===== src/rtl/combo_sweep_ctrl_pkg.sv =====
// combo_pkg: shared constants and types for the combinational sweep sequencer.
//   - FSM state encodings (ST_IDLE..ST_DONE) and the matching enum type
//   - default input count and settle time
//   - truth-table width helper (2**n_in)
// Ports: none (package).
package combo_pkg;

   localparam logic [1:0] ST_IDLE   = 2'd0;
   localparam logic [1:0] ST_DRIVE  = 2'd1;
   localparam logic [1:0] ST_SAMPLE = 2'd2;
   localparam logic [1:0] ST_DONE   = 2'd3;

   typedef enum logic [1:0] {
      S_IDLE   = ST_IDLE,
      S_DRIVE  = ST_DRIVE,
      S_SAMPLE = ST_SAMPLE,
      S_DONE   = ST_DONE
   } state_t;

   localparam int N_IN_DEF   = 3;
   localparam int SETTLE_DEF = 2;
   // Settle counter width; covers the legal settle range 1..15.
   localparam int SETTLE_W   = 4;

   // Number of rows in the truth table for n inputs.
   function automatic int table_w(input int n);
      return 1 << n;
   endfunction

endpackage


===== src/rtl/combo_sweep_ctrl_if.sv =====
// combo_sweep_ctrl_if: control/observation bundle between the control side
// (bench or CPU register block plus the combinational block under test) and
// the sweep sequencer.
//   start     control -> sequencer   request a sweep
//   q_in      block   -> sequencer   Q output of the combinational block
//   vec_out   sequencer -> block     input vector (A = MSB ... C = LSB)
//   busy      sequencer -> control   sweep in progress
//   done      sequencer -> control   one-cycle completion pulse
//   table_out sequencer -> control   captured truth table
//   pass      sequencer -> control   table_out matched the golden table
//   fail_idx  sequencer -> control   first failing vector (COMBO_SWEEP_STOP_ON_FAIL_EN only)
// Handshake: start is a level request sampled only while the sequencer is
// idle; there is no ready signal, a start seen while busy or in the done
// cycle is dropped. done is a single-cycle pulse; table_out and pass are
// valid in that cycle and held until the next accepted start.
// Modports: slave = sequencer side, master = control side.
interface combo_sweep_ctrl_if
   import combo_pkg::*;
#(
   parameter int N_IN = N_IN_DEF
);
   localparam int TW = table_w(N_IN);

   logic            start;
   logic            q_in;
   logic [N_IN-1:0] vec_out;
   logic            busy;
   logic            done;
   logic [TW-1:0]   table_out;
   logic            pass;
`ifdef COMBO_SWEEP_STOP_ON_FAIL_EN
   logic [N_IN-1:0] fail_idx;
`endif

   modport slave (
      input  start,
      input  q_in,
      output vec_out,
      output busy,
      output done,
      output table_out,
`ifdef COMBO_SWEEP_STOP_ON_FAIL_EN
      output fail_idx,
`endif
      output pass
   );

   modport master (
      output start,
      output q_in,
      input  vec_out,
      input  busy,
      input  done,
      input  table_out,
`ifdef COMBO_SWEEP_STOP_ON_FAIL_EN
      input  fail_idx,
`endif
      input  pass
   );

endinterface


===== src/rtl/combo_sweep_ctrl_settle_timer.sv =====
// combo_settle_timer: settle-window down-counter.
//   clk    in   clock
//   rst    in   synchronous active-high reset (count -> 0)
//   load   in   load SETTLE-1 (takes priority over en)
//   en     in   decrement while non-zero
//   expire out  count is zero: the current cycle is the last of the window
// Loading SETTLE-1 and holding en gives a window of exactly SETTLE cycles,
// the last of which has expire high.
module combo_settle_timer
   import combo_pkg::*;
#(
   parameter int SETTLE = SETTLE_DEF
) (
   input  logic clk,
   input  logic rst,
   input  logic load,
   input  logic en,
   output logic expire
);

   logic [SETTLE_W-1:0] count;

   always_ff @(posedge clk) begin
      if (rst) begin
         count <= '0;
      end else if (load) begin
         count <= SETTLE_W'(SETTLE - 1);
      end else if (en && (count != '0)) begin
         count <= count - SETTLE_W'(1);
      end
   end

   assign expire = (count == '0);

endmodule


===== src/rtl/combo_sweep_ctrl.sv =====
// combo_sweep_ctrl: self-test sequencer for an N_IN-input combinational block.
// On an accepted start it drives every input vector 0..2**N_IN-1 in turn,
// holds each for SETTLE cycles, samples Q in one extra cycle, builds the truth
// table and compares it with EXPECTED.
//   clk        in   clock, all state on the rising edge
//   rst        in   synchronous active-high reset
//   bus        slave modport of combo_sweep_ctrl_if (start, q_in, vec_out,
//              busy, done, table_out, pass, and fail_idx when enabled)
//   dbg_state  out  current FSM state (combo_pkg ST_* encoding)
// Optional feature macro: COMBO_SWEEP_STOP_ON_FAIL_EN -- stop the sweep at
// the first vector whose Q differs from EXPECTED and report it on fail_idx.
module combo_sweep_ctrl
   import combo_pkg::*;
#(
   parameter int                  N_IN     = N_IN_DEF,
   parameter int                  SETTLE   = SETTLE_DEF,
   parameter logic [2**N_IN-1:0]  EXPECTED = '0
) (
   input  logic                clk,
   input  logic                rst,
   combo_sweep_ctrl_if.slave   bus,
   output logic [1:0]          dbg_state
);

   localparam int TW = table_w(N_IN);
   localparam logic [TW-1:0] GOLDEN = EXPECTED;

   if (SETTLE < 1 || SETTLE > 15) begin : g_bad_settle
      $error("combo_sweep_ctrl: SETTLE must be in 1..15");
   end

   state_t          state_q, state_d;
   logic [N_IN-1:0] idx_q;
   logic [N_IN-1:0] vec_q;
   logic [TW-1:0]   tbl_q;
   logic [TW-1:0]   tbl_next;
   logic            pass_q;
   logic            last_idx;
   logic            stop_now;

   // FSM strobes
   logic accept;
   logic tmr_load;
   logic tmr_en;
   logic sample;
   logic tmr_expire;

   combo_settle_timer #(.SETTLE(SETTLE)) u_timer (
      .clk    (clk),
      .rst    (rst),
      .load   (tmr_load),
      .en     (tmr_en),
      .expire (tmr_expire)
   );

   // Table with the current sample merged in; used both for the register
   // update and for the pass compare so the final sample is included.
   always_comb begin
      tbl_next        = tbl_q;
      tbl_next[idx_q] = bus.q_in;
   end

   assign last_idx = &idx_q;

`ifdef COMBO_SWEEP_STOP_ON_FAIL_EN
   logic [N_IN-1:0] fail_idx_q;
   assign stop_now     = (bus.q_in != GOLDEN[idx_q]);
   assign bus.fail_idx = fail_idx_q;
`else
   assign stop_now = 1'b0;
`endif

   // ---------------- FSM state register ----------------
   always_ff @(posedge clk) begin
      if (rst) begin
         state_q <= S_IDLE;
      end else begin
         state_q <= state_d;
      end
   end

   // ---------------- FSM next state / strobes ----------------
   always_comb begin
      state_d  = state_q;
      accept   = 1'b0;
      tmr_load = 1'b0;
      tmr_en   = 1'b0;
      sample   = 1'b0;
      case (state_q)
         S_IDLE: begin
            if (bus.start) begin
               accept   = 1'b1;
               tmr_load = 1'b1;
               state_d  = S_DRIVE;
            end
         end
         S_DRIVE: begin
            tmr_en = 1'b1;
            if (tmr_expire) begin
               state_d = S_SAMPLE;
            end
         end
         S_SAMPLE: begin
            sample = 1'b1;
            if (last_idx || stop_now) begin
               state_d = S_DONE;
            end else begin
               tmr_load = 1'b1;
               state_d  = S_DRIVE;
            end
         end
         S_DONE: begin
            state_d = S_IDLE;
         end
         default: begin
            state_d = S_IDLE;
         end
      endcase
   end

   // ---------------- datapath ----------------
   always_ff @(posedge clk) begin
      if (rst) begin
         idx_q  <= '0;
         vec_q  <= '0;
         tbl_q  <= '0;
         pass_q <= 1'b0;
      end else if (accept) begin
         idx_q  <= '0;
         vec_q  <= '0;
         tbl_q  <= '0;
         pass_q <= 1'b0;
      end else if (sample) begin
         tbl_q <= tbl_next;
         if (last_idx || stop_now) begin
            // Leaving for DONE: release the block inputs and settle verdict.
            vec_q  <= '0;
            pass_q <= (tbl_next == GOLDEN);
         end else begin
            // vec_out moves with idx on the edge that re-enters DRIVE.
            idx_q <= idx_q + N_IN'(1);
            vec_q <= idx_q + N_IN'(1);
         end
      end
   end

`ifdef COMBO_SWEEP_STOP_ON_FAIL_EN
   always_ff @(posedge clk) begin
      if (rst || accept) begin
         fail_idx_q <= '0;
      end else if (sample && stop_now) begin
         fail_idx_q <= idx_q;
      end
   end
`endif

   assign bus.vec_out   = vec_q;
   assign bus.table_out = tbl_q;
   assign bus.pass      = pass_q;
   assign bus.busy      = (state_q == S_DRIVE) || (state_q == S_SAMPLE);
   assign bus.done      = (state_q == S_DONE);
   assign dbg_state     = state_q;

endmodule


===== src/flat_wrapper.sv =====
// flat-port wrapper written by rule: the top's interface ports become plain ports
module combo_sweep_ctrl_flat import combo_pkg::*;
#(
   parameter int                  N_IN     = N_IN_DEF,
   parameter int                  SETTLE   = SETTLE_DEF,
   parameter logic [2**N_IN-1:0]  EXPECTED = '0
)
  (clk, rst, dbg_state, bus_start, bus_q_in, bus_vec_out, bus_busy, bus_done, bus_table_out, bus_pass);
  combo_sweep_ctrl_if #(.N_IN(N_IN)) bus_i ();
  input  logic clk;
  input  logic rst;
  output logic [1:0] dbg_state;
  input wire logic [$bits(bus_i.start)-1:0] bus_start;
  input wire logic [$bits(bus_i.q_in)-1:0] bus_q_in;
  output wire logic [$bits(bus_i.vec_out)-1:0] bus_vec_out;
  output wire logic [$bits(bus_i.busy)-1:0] bus_busy;
  output wire logic [$bits(bus_i.done)-1:0] bus_done;
  output wire logic [$bits(bus_i.table_out)-1:0] bus_table_out;
  output wire logic [$bits(bus_i.pass)-1:0] bus_pass;
  assign bus_i.start = bus_start;
  assign bus_i.q_in = bus_q_in;
  assign bus_vec_out = bus_i.vec_out;
  assign bus_busy = bus_i.busy;
  assign bus_done = bus_i.done;
  assign bus_table_out = bus_i.table_out;
  assign bus_pass = bus_i.pass;
  combo_sweep_ctrl #(.N_IN(N_IN), .SETTLE(SETTLE), .EXPECTED(EXPECTED)) u_core (.clk(clk), .rst(rst), .bus(bus_i), .dbg_state(dbg_state));
endmodule

===== config.mk =====
export PLATFORM = sky130hd
export DESIGN_NAME = combo_sweep_ctrl_flat
export DESIGN_NICKNAME = d
export VERILOG_FILES = /design/src/rtl/combo_sweep_ctrl_pkg.sv /design/src/rtl/combo_sweep_ctrl_if.sv /design/src/rtl/combo_sweep_ctrl_settle_timer.sv /design/src/rtl/combo_sweep_ctrl.sv /design/src/flat_wrapper.sv
export SDC_FILE = /design/constraint.sdc
export NUM_CORES = 1
export LEC_CHECK = 0
export BUFFER_PORTS_ARGS = -buffer_cell sky130_fd_sc_hd__buf_4
export CAP_MARGIN = 20
export CORE_AREA = 2 2 50 52
export CTS_CLUSTER_DIAMETER = 100
export CTS_CLUSTER_SIZE = 10
export DETAILED_ROUTE_END_ITERATION = 7
export DIE_AREA = 0 0 52 54
export MAX_ROUTING_LAYER = met4
export PLACE_DENSITY = 0.74
export SYNTH_ARGS = -nofsm -noshare
export SYNTH_HDL_FRONTEND = slang
export SYNTH_HIERARCHICAL = 1
export SYNTH_SLANG_ARGS = --single-unit

===== constraint.sdc =====
create_clock -name clk -period 2.2 [get_ports clk]
set_input_delay 0.11 -clock clk [delete_from_list [all_inputs] [get_ports clk]]
set_output_delay 0.11 -clock clk [all_outputs]
set_load 0.05 [all_outputs]

==> impl_metrics.yaml, run 1 <==
synth:
  syn_area_um2: 1150
  synth_compound_area_share_pct: 17.0
  async_reset_ff_share_pct: 0
  synthXorXnorAreaFrac_pct: 0.760
  syn_inst: 143
  synthTopCellsByArea: "dfxtp_1, ha_1, a21oi_1"
  yosysTopAreaCell: "dfxtp_1"
  synth.avg_cell_area_um2: 8.06
  yosys.area_share.simple_pct: 26.9
  synth_top_family_by_area: "simple AND/OR/NAND/NOR gates"
  synth_ff_type: "dfxtp_1"
  yosysUniqueCellTypes: 35
  synthMuxAreaShare_pct: 4.45
  synth_seq_cells: 21
  synth-edff-count: 0
  synth-seq-area-share_pct: 36.5
  synthAdderAreaFrac_pct: 8.69
  synth_nets: 155
  yosys.area.top_type_share_pct: 36.5
  yosysWarnings: 6
finish:
  final_area_um2: 1340
  drive_above_1_share_pct: 17.9
  utilization_pct: 57.9
  fin_nets: 175
  syn_to_final_growth_pct: 16.5
  n_antenna_cell: 0
  final_cell_mix: "buf_4, dfxtp_1, nand2_1, nor2_1, a21oi_1"
global_routing:
  grt_max_degree: 15
  antenna_found_initial: 0
  grt_overflow_total: 0
  grtUsageTotal_pct: 18.5
  grt_pass1_vias: 907
  grt_pass1_wl_um: 3800
worst_setup_path:
  reg2reg_to: "u_core/u_timer/count[3]"
  crit_chain: "inv_1, ha_1, or4b_1, or3_1, a211oi_2"
  cp.arrival_ns: 2.07
  rr_startpoint: "u_core/dbg_state[1]"
  max_stage_delay_ns: 0.47
  cp_slowest_cell: "or4b_1"
  end_kind: "flip-flop"
  cpLargestDelayFamily: "simple AND/OR/NAND/NOR gates"
  path_class: "flip-flop to flip-flop"
  cp.required_ns: 2.42
  start_kind: "flip-flop"
  r2r_cells: 5
  rrSetupSlack_ns: 0.35
  critPathBufInv: 1
  worstPathMaxFanout: 8
placement:
  dp_hpwl_um: 1690
  placed_area_um2: 1320
  io_buffers: 19
  gp_congestion: 0.854
  post-place-ws_ns: 0.376
min_path:
  holdPathStages: 2
  worstHoldStart: "rst"
  hold_end: "u_core/u_timer/count[3]"
  min-delay-path-class: "primary input to flip-flop"
clock_network:
  cts_hold_buffers: 0
  clkSlewWorstSetupHoldPaths_ns: 0.10
  clock_latency_ns: 0.29
  cts_buffer_depth: 2
  cts_max_level: 1
  cts.repair_timing.setup_buffer_count: 0
  clock_sinks: 21
  cts_tree: "yes"
  cts-root-buf: "clkbuf_4"
  cts-resized-gates: 0
  cts_buffers: 3
drt:
  drt_iter0_drc: 25
  route.antenna.remaining_nets: 0
  met2RoutedLength_um: 1080
  routed-via-count: 1034
  wl_met1_um: 1080
  highest_layer: "met4"
  wire_per_inst_um: 11.7
  first_pass_iters: 4
  viasPerCell: 5.39
  drc: 0
  drt-total-wl_um: 2240
  dr_wl_met3_um: 72
timing:
  period_needed_ns: 1.85
  post-route-period-util_pct: 84.1
  hold_violations: 0
  skew_ns: 0.00190
  setup-violations-final: 0
  setup_tns_ns: 0
  worst_slack_ns: 0.349
  fmax_ghz: 0.540
  rsz0062_at_grt: "false"
  slew_headroom_pct: 77.8
  tightest_slew_ns: 0.334
  slew_violations: 0
power:
  p_total_mw: 1.19
  power_density_nw_per_um2: 885
  ir_worst_vdd_v: 0.000977
  p_leak_nw: 0.552
die:
  initial_utilization_pct: 49.7
  core_um2: 2320
  die_x_um: 52
  rows: 18
  die_area_um2: 2810
  die_h_um: 54
  io-pin-count: 20
flow_run:
  cap_violations: 0
outcome:
  outcome: "complete, no violations"
-- cell families (layout without fill, tap and decap cells) --
| logic type | after synthesis | after routing |
|---|---|---|
| buffers and inverters | 15 | 34 |
| XOR/XNOR | 1 | 1 |
| flip-flops | 21 | 21 |
| AO/OA/AOI/OAI | 32 | 32 |
| AND/OR/NAND/NOR | 61 | 61 |
| multiplexers | 5 | 5 |
| adder cells (fa/ha/maj) | 8 | 8 |
-- how the worst max path moves through the flow --
stage	from	endpoint	slack, ns	cells past startpoint
floorplan	u_core/dbg_state[0]	u_core/u_timer/count[3]	0.17	4
CTS	u_core/dbg_state[1]	u_core/u_timer/count[3]	0.34	5
detailed placement	u_core/dbg_state[1]	u_core/u_timer/count[3]	0.38	5
global placement	u_core/dbg_state[1]	u_core/u_timer/count[3]	0.44	5
finish	u_core/dbg_state[1]	u_core/u_timer/count[3]	0.35	5
global route	u_core/dbg_state[1]	u_core/u_timer/count[3]	0.21	5
-- per-stage QoR --
stage	cells	hold WS [ns]
detailed placement	188	0.346
finish	192	0.0337
CTS	192	0.0221
global route	192	0.0233
global placement	188	0.332
floorplan	143	0.175
-- report_power, final --
part           switching (mW)  internal (mW)  total (mW)
Combinational           0.369          0.191       0.560
Sequential             0.0382          0.418       0.456
Clock                   0.103         0.0704       0.173
Total                   0.510          0.679        1.19
-- area by class of cell --
| type | instances | area, um2 |
|---|---|---|
| clock buffers | 4 | 26.3 |
| fillers | 236 | 977 |
| inverters | 9 | 33.8 |
| multi-input cells | 107 | 667 |
| flip-flops and latches | 21 | 420 |
| well taps | 30 | 37.5 |
| repair buffers | 21 | 158 |
-- cell usage after synthesis (all sizes together), types with 2 or more instances --
library cell / count
a21oi: 15
nor4: 2
nand2: 15
nand3b: 2
o21ai: 9
buf: 2
dfxtp: 21
inv: 9
nand3: 2
and3: 2
ha: 8
nor2: 15
a211oi: 2
mux2i: 4
nand2b: 7
clkbuf: 4
nor3: 9
-- metal layers --
layer / global-route usage (%) / vias to the layer above
met3: 2.50 / 2
li1: - / 537
met5: - / -
met4: 7.89 / 0
met1: 21.5 / 480
met2: 32.1 / 15
-- flip-flops by register name, summed over array words and instances, names as in the netlist --
register	count
u_core/dbg_state	2
u_core/bus.pass	1
u_core/bus.table_out	8
u_core/bus.vec_out	3
u_core/idx_q	3
u_core/u_timer/count	4
No activity file was read; power rests on OpenSTA's default activity.
==> run 2, diff against run 1 <==
CORE_AREA = 2 2 52 54   (was 2 2 50 52)
DIE_AREA = 0 0 54 56   (was 0 0 52 54)
PLACE_DENSITY = 0.71   (was 0.74)
clock period = 1.6 ns   (was 2.2 ns; I/O delays follow)
==> run 2 against run 1 <==
Net effect:
- the run now ends with negative setup slack left
- combinational power grew 93%
- non-clock buffer count grew 11
- hold slack gained 0.055 ns
- critical path type unchanged
- critical endpoint unchanged
- largest cell class unchanged
- largest power group unchanged
==> impl_metrics.yaml, run 2 (synthesis gave the netlist of run 1 again) <==
timing:
  skew_ns: 0.00183
  fmax_ghz: 0.622
  rsz0062_at_grt: "true"
  hold_violations: 0
  period_needed_ns: 1.61
  setup-violations-final: 1
  worst_slack_ns: -0.00876
  tightest_slew_ns: 0.337
  slew_violations: 0
  slew_headroom_pct: 77.6
  post-route-period-util_pct: 101
  fin_hold_ws_ns: 0.0884
placement:
  gp_congestion: 0.782
  post-place-ws_ns: -0.0690
  io_buffers: 19
  place_inst: 194
  dp_hpwl_um: 1840
die:
  io-pin-count: 20
  die_x_um: 54
  core_um2: 2430
  initial_utilization_pct: 47.4
  die_h_um: 56
  die_area_um2: 3020
  rows: 18
finish:
  drive_above_1_share_pct: 32.4
  layout.cells.non_filler: 203
  largest_register_ffs: 8
  final_cell_mix: "buf_4, dfxtp_1, nand2_1, nor2_1, a21oi_1"
  syn_to_final_growth_pct: 30.8
  final_common_cell: "buf_4"
  n_antenna_cell: 0
  fin_nets: 186
  utilization_pct: 62.0
clock_network:
  cts_buffer_depth: 2
  clkSlewWorstSetupHoldPaths_ns: 0.12
  cts_tree: "yes"
  clock_latency_ns: 0.30
  cts_buffers: 3
  cts-root-buf: "clkbuf_4"
  clock_sinks: 21
  cts_max_level: 1
min_path:
  holdPathStages: 3
  min-delay-path-class: "primary input to flip-flop"
drt:
  routed-via-count: 1092
  first_pass_iters: 4
  wire_per_inst_um: 13.6
  drt-total-wl_um: 2750
  drt_iter0_drc: 11
  drc: 0
  viasPerCell: 5.38
  route.antenna.remaining_nets: 0
outcome:
  violations: "negative setup slack"
  outcome: "finished, violations left"
global_routing:
  grt_overflow_total: 0
  grt_max_degree: 15
  grt_pass1_vias: 1043
  grtUsageTotal_pct: 19.0
  grt_pass1_wl_um: 4320
  antenna_found_initial: 0
worst_setup_path:
  cp_slowest_cell: "or4b_4"
  r2r_cells: 5
  max_stage_delay_ns: 0.45
  cp.required_ns: 1.83
  worstPathMaxFanout: 2
  path_class: "flip-flop to flip-flop"
  end_kind: "flip-flop"
  start_kind: "flip-flop"
  crit_cells: 5
  critPathBufInv: 1
  cpLargestDelayFamily: "simple AND/OR/NAND/NOR gates"
  cp.arrival_ns: 1.84
  crit_chain: "inv_4, ha_4, or4b_4, or3_4, a211oi_2"
power:
  p_leak_nw: 0.616
  ir_worst_vdd_v: 0.00153
  power_density_nw_per_um2: 1320
  p_total_mw: 1.99
flow_run:
  cap_violations: 0
==> run 2: cell count changes in the layout (fill, tap and decap cells not counted), moves of 2 or more <==
cell / before / now
ha_2: 0 / 2
inv_1: 9 / 6
dfxtp_1: 21 / 17
dfxtp_2: 0 / 2
dfxtp_4: 0 / 2
inv_4: 0 / 2
buf_4: 21 / 31
ha_1: 8 / 5
==> run 2: worst register-to-register path, stage by stage (launching register included) <==
cell and delay, ns:
dfxtp_4 0.37, inv_4 0.06, ha_4 0.12, or4b_4 0.45, or3_4 0.34, a211oi_2 0.20
==> run 2: per-stage QoR <==
step                instance area, um2   TNS, ns
floorplan                         1190   -0.0664
global placement                  1390         0
detailed placement                1390   -0.0690
CTS                               1480   -0.0100
global route                      1510    -0.197
finish                            1510  -0.00876
==> run 2: per-layer routing <==
metal | global-route usage, % | vias up | share of wire (%)
met1 | 23.1 | 518 | 45
met5 | - | - | 0
li1 | - | 557 | -
met2 | 31.7 | 15 | 52
met3 | 2.42 | 2 | 2.8
met4 | 6.43 | 0 | 0.54
==> run 2: final cells by class <==
cell class | count | area, um2
Multi-Input combinational cell | 107 | 732
Sequential cell | 21 | 430
Timing Repair Buffer | 32 | 243
Tap cell | 30 | 37.5
Clock buffer | 4 | 26.3
Fill cell | 212 | 925
Inverter | 9 | 38.8
==> run 2: worst paths after layout <==
check | slack (ns) | startpoint | endpoint
hold / removal | 0.09 | bus_q_in | u_core/bus.table_out[0]
setup reg to reg | -0.009 | u_core/dbg_state[1] | u_core/u_timer/count[3]
setup / recovery | -0.009 | u_core/dbg_state[1] | u_core/u_timer/count[3]
hold reg to reg | 0.48 | u_core/bus.vec_out[1] | u_core/bus.vec_out[1]
==> run 2: power breakdown <==
part           internal [mW]  switching [mW]
Combinational          0.438           0.647
Sequential             0.590          0.0507
Clock                 0.0971           0.163
Total                   1.12           0.861
==> run 2: timing repair <==
action / in CTS / in global routing
setup buffers: 3 / 1
hold buffers: 1 / 0
hold endpoints to repair: 5 / 0
gates resized for setup: 8 / 6
pin swaps: 3 / 4
cloned: 0 / 0
endpoints found under the setup margin: 2 / 7
